[src/rtl/regfile_mp_init.sv]
// Multi-port register file with registered reads, write-first bypass and init sequencer.
// Optional REGFILE_ZERO_REG_EN: entry 0 reads as zero and ignores writes.
module regfile_mp_init #(
    parameter int              SIZE       = 16,
    parameter int              DEPTH      = 8,
    parameter int              NREAD      = 2,
    parameter logic [SIZE-1:0] INIT_VALUE = '0
) (
    input  logic                    clk,
    input  logic                    rst_n,
    input  logic                    clr,
    output logic                    busy,
    input  logic                    write_en,
    input  logic [$clog2(DEPTH)-1:0] waddr,
    input  logic [SIZE-1:0]         write_data,
    input  logic [NREAD-1:0]        ren,
    input  logic [NREAD*$clog2(DEPTH)-1:0] raddr,
    output logic [NREAD*SIZE-1:0]   read_data,
    output logic [NREAD-1:0]        rvalid
);

    localparam int AW = $clog2(DEPTH);
    localparam logic [AW:0] DEPTH_W = (AW+1)'(DEPTH);
    localparam logic [AW-1:0] LAST = AW'(DEPTH - 1);

`ifdef REGFILE_ZERO_REG_EN
    localparam bit ZERO_REG = 1'b1;
`else
    localparam bit ZERO_REG = 1'b0;
`endif

    typedef enum logic {
        ST_INIT,
        ST_READY
    } state_e;

    state_e                  state_q, state_d;
    logic [AW-1:0]           init_ptr_q, init_ptr_d;
    logic [NREAD*SIZE-1:0]   rdata_q, rdata_d;
    logic [NREAD-1:0]        rvalid_q, rvalid_d;
    logic [SIZE-1:0]         mem_q [DEPTH];

    logic                    mem_we;
    logic [AW-1:0]           mem_wa;
    logic [SIZE-1:0]         mem_wd;
    logic                    wr_ok;
    logic [AW-1:0]           ra;

    function automatic logic in_range(input logic [AW-1:0] a);
        return {1'b0, a} < DEPTH_W;
    endfunction

    function automatic logic is_zero_reg(input logic [AW-1:0] a);
        return ZERO_REG && (a == '0);
    endfunction

    always_comb begin
        state_d    = state_q;
        init_ptr_d = init_ptr_q;
        rdata_d    = rdata_q;
        rvalid_d   = '0;
        mem_we     = 1'b0;
        mem_wa     = waddr;
        mem_wd     = write_data;
        wr_ok      = 1'b0;
        ra         = '0;
        unique case (state_q)
            ST_INIT: begin
                mem_we     = 1'b1;
                mem_wa     = init_ptr_q;
                mem_wd     = INIT_VALUE;
                init_ptr_d = init_ptr_q + AW'(1);
                rdata_d    = '0;
                if (init_ptr_q == LAST) begin
                    state_d = ST_READY;
                end
            end
            ST_READY: begin
                // A clr cycle drops its write, so it must not feed the bypass either.
                wr_ok  = write_en && !clr && in_range(waddr)
                         && !is_zero_reg(waddr);
                mem_we = wr_ok;
                if (clr) begin
                    state_d    = ST_INIT;
                    init_ptr_d = '0;
                end
                for (int i = 0; i < NREAD; i++) begin
                    ra          = raddr[i*AW +: AW];
                    rvalid_d[i] = ren[i];
                    if (ren[i]) begin
                        if (!in_range(ra) || is_zero_reg(ra)) begin
                            rdata_d[i*SIZE +: SIZE] = '0;
                        end else if (wr_ok && waddr == ra) begin
                            rdata_d[i*SIZE +: SIZE] = write_data;
                        end else begin
                            rdata_d[i*SIZE +: SIZE] = mem_q[ra];
                        end
                    end
                end
            end
            default: state_d = ST_INIT;
        endcase
    end

    always_ff @(posedge clk or negedge rst_n) begin
        if (!rst_n) begin
            state_q    <= ST_INIT;
            init_ptr_q <= '0;
            rdata_q    <= '0;
            rvalid_q   <= '0;
        end else begin
            state_q    <= state_d;
            init_ptr_q <= init_ptr_d;
            rdata_q    <= rdata_d;
            rvalid_q   <= rvalid_d;
        end
    end

    // Storage is cleared by the sequencer, not by reset.
    always_ff @(posedge clk) begin
        if (mem_we) begin
            mem_q[mem_wa] <= mem_wd;
        end
    end

    assign busy      = (state_q == ST_INIT);
    assign read_data = rdata_q;
    assign rvalid    = rvalid_q;

endmodule

[config.mk]
export PLATFORM = sky130hd
export DESIGN_NAME = regfile_mp_init
export DESIGN_NICKNAME = d
export VERILOG_FILES = /design/src/rtl/regfile_mp_init.sv
export SDC_FILE = /design/constraint.sdc
export NUM_CORES = 1
export LEC_CHECK = 0
export ABC_AREA = 1
export CAP_MARGIN = 20
export CORE_ASPECT_RATIO = 1.25
export CORE_MARGIN = 4
export CORE_UTILIZATION = 55
export DETAILED_ROUTE_END_ITERATION = 7
export PLACE_DENSITY = 0.76
export SKIP_CTS_REPAIR_TIMING = 1
export SLEW_MARGIN = 20
export SYNTH_ARGS = -nofsm -noshare
export SYNTH_HDL_FRONTEND = slang
export SYNTH_SLANG_ARGS = --single-unit
[constraint.sdc]
create_clock -name clk -period 3.1 [get_ports clk]
set_clock_uncertainty 0.15 [all_clocks]
set_input_delay 0.465 -clock clk [delete_from_list [all_inputs] [get_ports clk]]
set_output_delay 0.465 -clock clk [all_outputs]
set_load 0.01 [all_outputs]
== Word level (Yosys, flattened, before mapping) ==
Memories as Yosys holds them, arrays and structs flattened.
Index checks and enable logic that the tools add are counted.

* Memories: 1
* Register bits: 38
* Output and inout bits: 35
* Logic and storage cells: 34
* Memory bits (writable): 128
* Input bits: 31

* $add $sub $neg: 1
* Mux-type cells: 16
* Bitwise gates (word level): 1
* Reduce and logical (&&, ||, !) cells: 4
* Equality and inequality tests: 6

{| class="wikitable"
|+ Memories
! name !! depth !! width !! rd ports !! clocked after Yosys merged registers in !! wr ports !! line !! RTL
|-
| mem_q || 8 || 16 || 2 || 0 || 1 || 41 || <nowiki>logic [SIZE-1:0] mem_q [DEPTH];</nowiki>
|}

{| class="wikitable"
|+ Operators by type and width
! kind !! count
|-
| two-way mux 16 bit || 5
|-
| one-hot mux 32 bit (2 select lines) || 1
|-
| equality test 3 bit || 2
|-
| two-way mux 3 bit || 2
|-
| != test 2 bit (second input constant) || 3
|-
| one-hot mux 3 bit (2 select lines) || 1
|-
| two-way mux 1 bit || 4
|-
| one-hot mux 1 bit (2 select lines) || 2
|-
| adder 3 x 1 -> 3 bit (second input constant) || 1
|-
| equality test 3 bit (second input constant) || 1
|-
| logical AND 1 bit || 3
|-
| two-way mux 2 bit || 1
|-
| logical NOT 1 bit || 1
|-
| inverter 1 bit || 1
|}

== Depth between registers and ports, before layout ==
* Depth in word-level cells: 6
* Mapped depth: 11
* Gate-level depth less buffers: 9

== Worst setup path after synthesis ==
Ideal clock, no wire load.

* Path kind: register to register
* From: register state_q
* To: memory mem_q[7][0] (enable)
* Arrival time: 1.657 ns
* Required time: 2.562 ns
* Slack: 0.904 ns
* Cell stages (with the launch flop): 6
* Path through: dfrtp_1 -> buf_2 -> buf_2 -> a21oi_1 -> nand2_1 -> nor2_1

* Longest elaborated chain between the ends: 4
* Elaborated cells between the ends (all ways): 5

{| class="wikitable"
|+ Ends and longest elaborated chain
! item !! line !! RTL
|-
| start: declaration || 37 || <nowiki>state_e state_q, state_d;</nowiki>
|-
| start signal: assignment || 112 || <nowiki>state_q <= state_d;</nowiki>
|-
| inverter 1 bit || - ||
|-
| one-hot mux 1 bit (2 select lines) || 67 || <nowiki>unique case (state_q)</nowiki>
|-
| two-way mux 1 bit || 121 || <nowiki>if (mem_we) begin</nowiki>
|-
| two-way mux 1 bit (not written as such) || 122 || <nowiki>mem_q[mem_wa] <= mem_wd;</nowiki>
|-
| end: declaration || 41 ||
|}

Several ways; a longest one is shown, not always the timed one.

== Final worst setup path ==
* From: register state_q
* To: output port busy

* Longest elaborated chain between the ends: 1

{| class="wikitable"
|+ Ends and longest elaborated chain
! item !! line !! RTL
|-
| inverter 1 bit || - ||
|-
| end: declaration || 12 || <nowiki>output logic busy,</nowiki>
|}

No other way between the ends.

==> results.md <==
* Final Net Count at roughly 1,100
* Number of nets still failing antenna checks after routing at 0
* Endpoints failing hold at 8
* Vias/cell at 5.62
* Rel. slew slack at 43.9%
* Io pins at 66
* Worst Setup End Kind: primary output
* Initial antenna violation count at 0
* DRC Markers at 0
* Setup CP Type: register to primary output
* Setup TNS at 0 ps
* Post-synthesis adder-cell area fraction at less than 1%
* Vias at roughly 7,300
* Largest family of logic cells by synthesized area: simple AND/OR/NAND/NOR gates
* FF/Latch Area at approximately 4800 um^2
* Netlist cell types at 26
* Synth warnings at 0
* Post-synth EDFFs at between 100 and 150
* Dpl hpwl at approximately 15 mm
* Fraction of synthesized area in multiplexers at less than 1%
* Clk sinks at about 170
* GPL Wtd Cong at 0.875
* Xor/xnor share of the synthesized area at 0%
* Max-Cap Viols at 0
* CP cell instances: inv_1, clkdlybuf4s50_1
* Post-synthesis simple-gate area fraction at roughly 37%
* First-pass GRT wire length at between 30 and 40 mm
* Vert. Die Dim at 149 um
* Fmax at 425 MHz
* Multi-input logic area at about 3300 um^2
* Clock Latency Late Sink at between 400 and 500 ps
* I/O Buffers at 65
* DRT Pass-1 Iters at 6
* Syn Nets at ~1,100
* Total GRT Usage at about 27%
* Synth Instances at just over 1,000
* RSZ-0062 raised after global routing: false
* Post-synthesis instance area at between 8000 and 9000 um^2
* H-tree level count at 4
* Worst setup SP type: register
* Slew @ Worst Pin at between 800 and 900 ps
* Die X at about 120 um
* Slowest CP cell: clkdlybuf4s50_1
* Most used DFF post-synth: edfxtp_1
* Synth cell count leaders: nand2_1, nand3_1, edfxtp_1
* Sequential fraction of the synthesis area at between 50% and 60%
* Most frequent cell after synthesis: nand2_1
* FFs w/ async S/R, synth at between 20 and 25%
* Die area at roughly 18,000 um^2
* CTS Buf Count at 17
* Power, Total at 0.00823 W
* Synthesis-to-finish area growth at 15.9%
* Clk buf depth at 2
* Top-area cell type share of the netlist area at about 44%
* Worst Path Required at around 2500 ps
* Top cells by area, synth: edfxtp_1, nand2_1, nand3_1
* Std-Cell Rows at between 50 and 60
* Per-cell routed wire length at 18.2 um
* Failing checks: hold timing
* #FFs+latches synth at 166
* Layout cells sized above 1 at 10.3%
* Leak Pwr at 4.65 nW
* Final max-slew violation count at 0
* Compound-Gate Fraction of Synth Area at less than 1%
* Iteration-0 DRC Markers at about 870
* Final WL at 23.6 mm
* Root buffer cell: clkbuf_16
* Synth area leader: edfxtp_1
* Worst EP arrival at 1740 ps
* Setup violators final at 0
* CP max stage delay at ~590 ps
* Inserted Diodes at 0
* Synthesized area per cell at 8.51 um^2
* Hold Slack at -9.87 ps
* Status: finished, violations left
* Post-route minimum period at roughly 2400 ps
* Largest net degree at the start of global routing at 65
* CP Max Fanout at 8
* PwrDens at 815 nW/um^2
* Core box area at around 16,000 um^2
* VDD IR max at roughly 0.51 mV
* Number of global-route vias before repair at roughly 7,000
* Post-layout util at about two thirds
* Clock Pin Slew Worst Setup and Hold Paths at 70 ps
* Crit share post-route at between 70% and 80%
* CTS tree: yes
* Fill cells at ~1,300
* Hold WC Path Type: input port to async pin
* Grt total ovfl at 0
* Initial core utilization at between 50% and 60%
worst paths after layout:
check                        startpoint            end  slack (ps)  cells after the start
max                             state_q           busy         740                      2
min reg2reg                read_data[5]   read_data[5]         330                      2
min                               rst_n  read_data[10]         -10                      1
max in group asynchronous         rst_n  read_data[19]        2270                      1
min in group clk           read_data[5]   read_data[5]         330                      2
max reg2reg                     state_q   mem_q[5][15]        1000                      6
critical path, delay by kind of cell, from the launching register on:
| family | cells | cell delay, ps |
|---|---|---|
| DFF | 1 | 480 |
| buffers and inverters | 2 | 840 |
layout by cell type, fill, tap and decap left out, types with 5 or more instances in the layout:
master and count:
nand3_1 226, buf_4 27, inv_6 5, clkbuf_16 17
nand2_2 6, dfrtp_1 38, nor2_1 12, inv_1 73
nand3_2 30, clkdlybuf4s50_1 62, o21ai_0 5, edfxtp_1 128
nand2_1 424
power by group:
part / internal (W) / leakage [nW] / total (W) / switching, W
clock network: 0.00130 / 0.294 / 0.00220 / 0.000907
registers: 0.00341 / 1.73 / 0.00375 / 0.000335
logic: 0.000699 / 2.63 / 0.00229 / 0.00159
total: 0.00541 / 4.65 / 0.00823 / 0.00283
cells by family (layout without fill, tap and decap cells):
group                    after synthesis  after routing
AND/OR/NAND/NOR                      707            707
buffers and inverters                142            206
AO/OA/AOI/OAI                          6              6
multiplexers                           1              1
flip-flops                           166            166
adder cells (fa/ha/maj)                2              2
registers in the layout, indices dropped and copies added (netlist names):
register    count
read_data      32
init_ptr_q      3
mem_q         128
state_q         1
rvalid          2
final cells by class:
class,count,area share (%)
Timing Repair Buffer,92,8.30
Tap cell,212,2.63
Inverter,82,3.12
Sequential cell,166,47.4
Clock inverter,14,1.86
Clock buffer,18,4.25
Multi-Input combinational cell,716,32.4
per-stage QoR:
step,cell area (um^2),setup WS (ps),cells,hold slack (ps)
floorplan,8720,904,1024,19.4
global placement,9490,635,1268,311
finish,10100,745,1300,-9.87
CTS,10100,744,1300,17.6
global route,10100,665,1300,68.6
detailed placement,9490,603,1268,314
metal layers:
metal	routed length, um	global-route usage [%]	vias to the layer above
li1	-	-	3445
met1	8940	35.1	3351
met2	11400	44.5	436
met3	2410	5.39	76
met4	833	9.69	0
met5	0	0	-
Note: power is estimated with default switching activity, not from simulation.
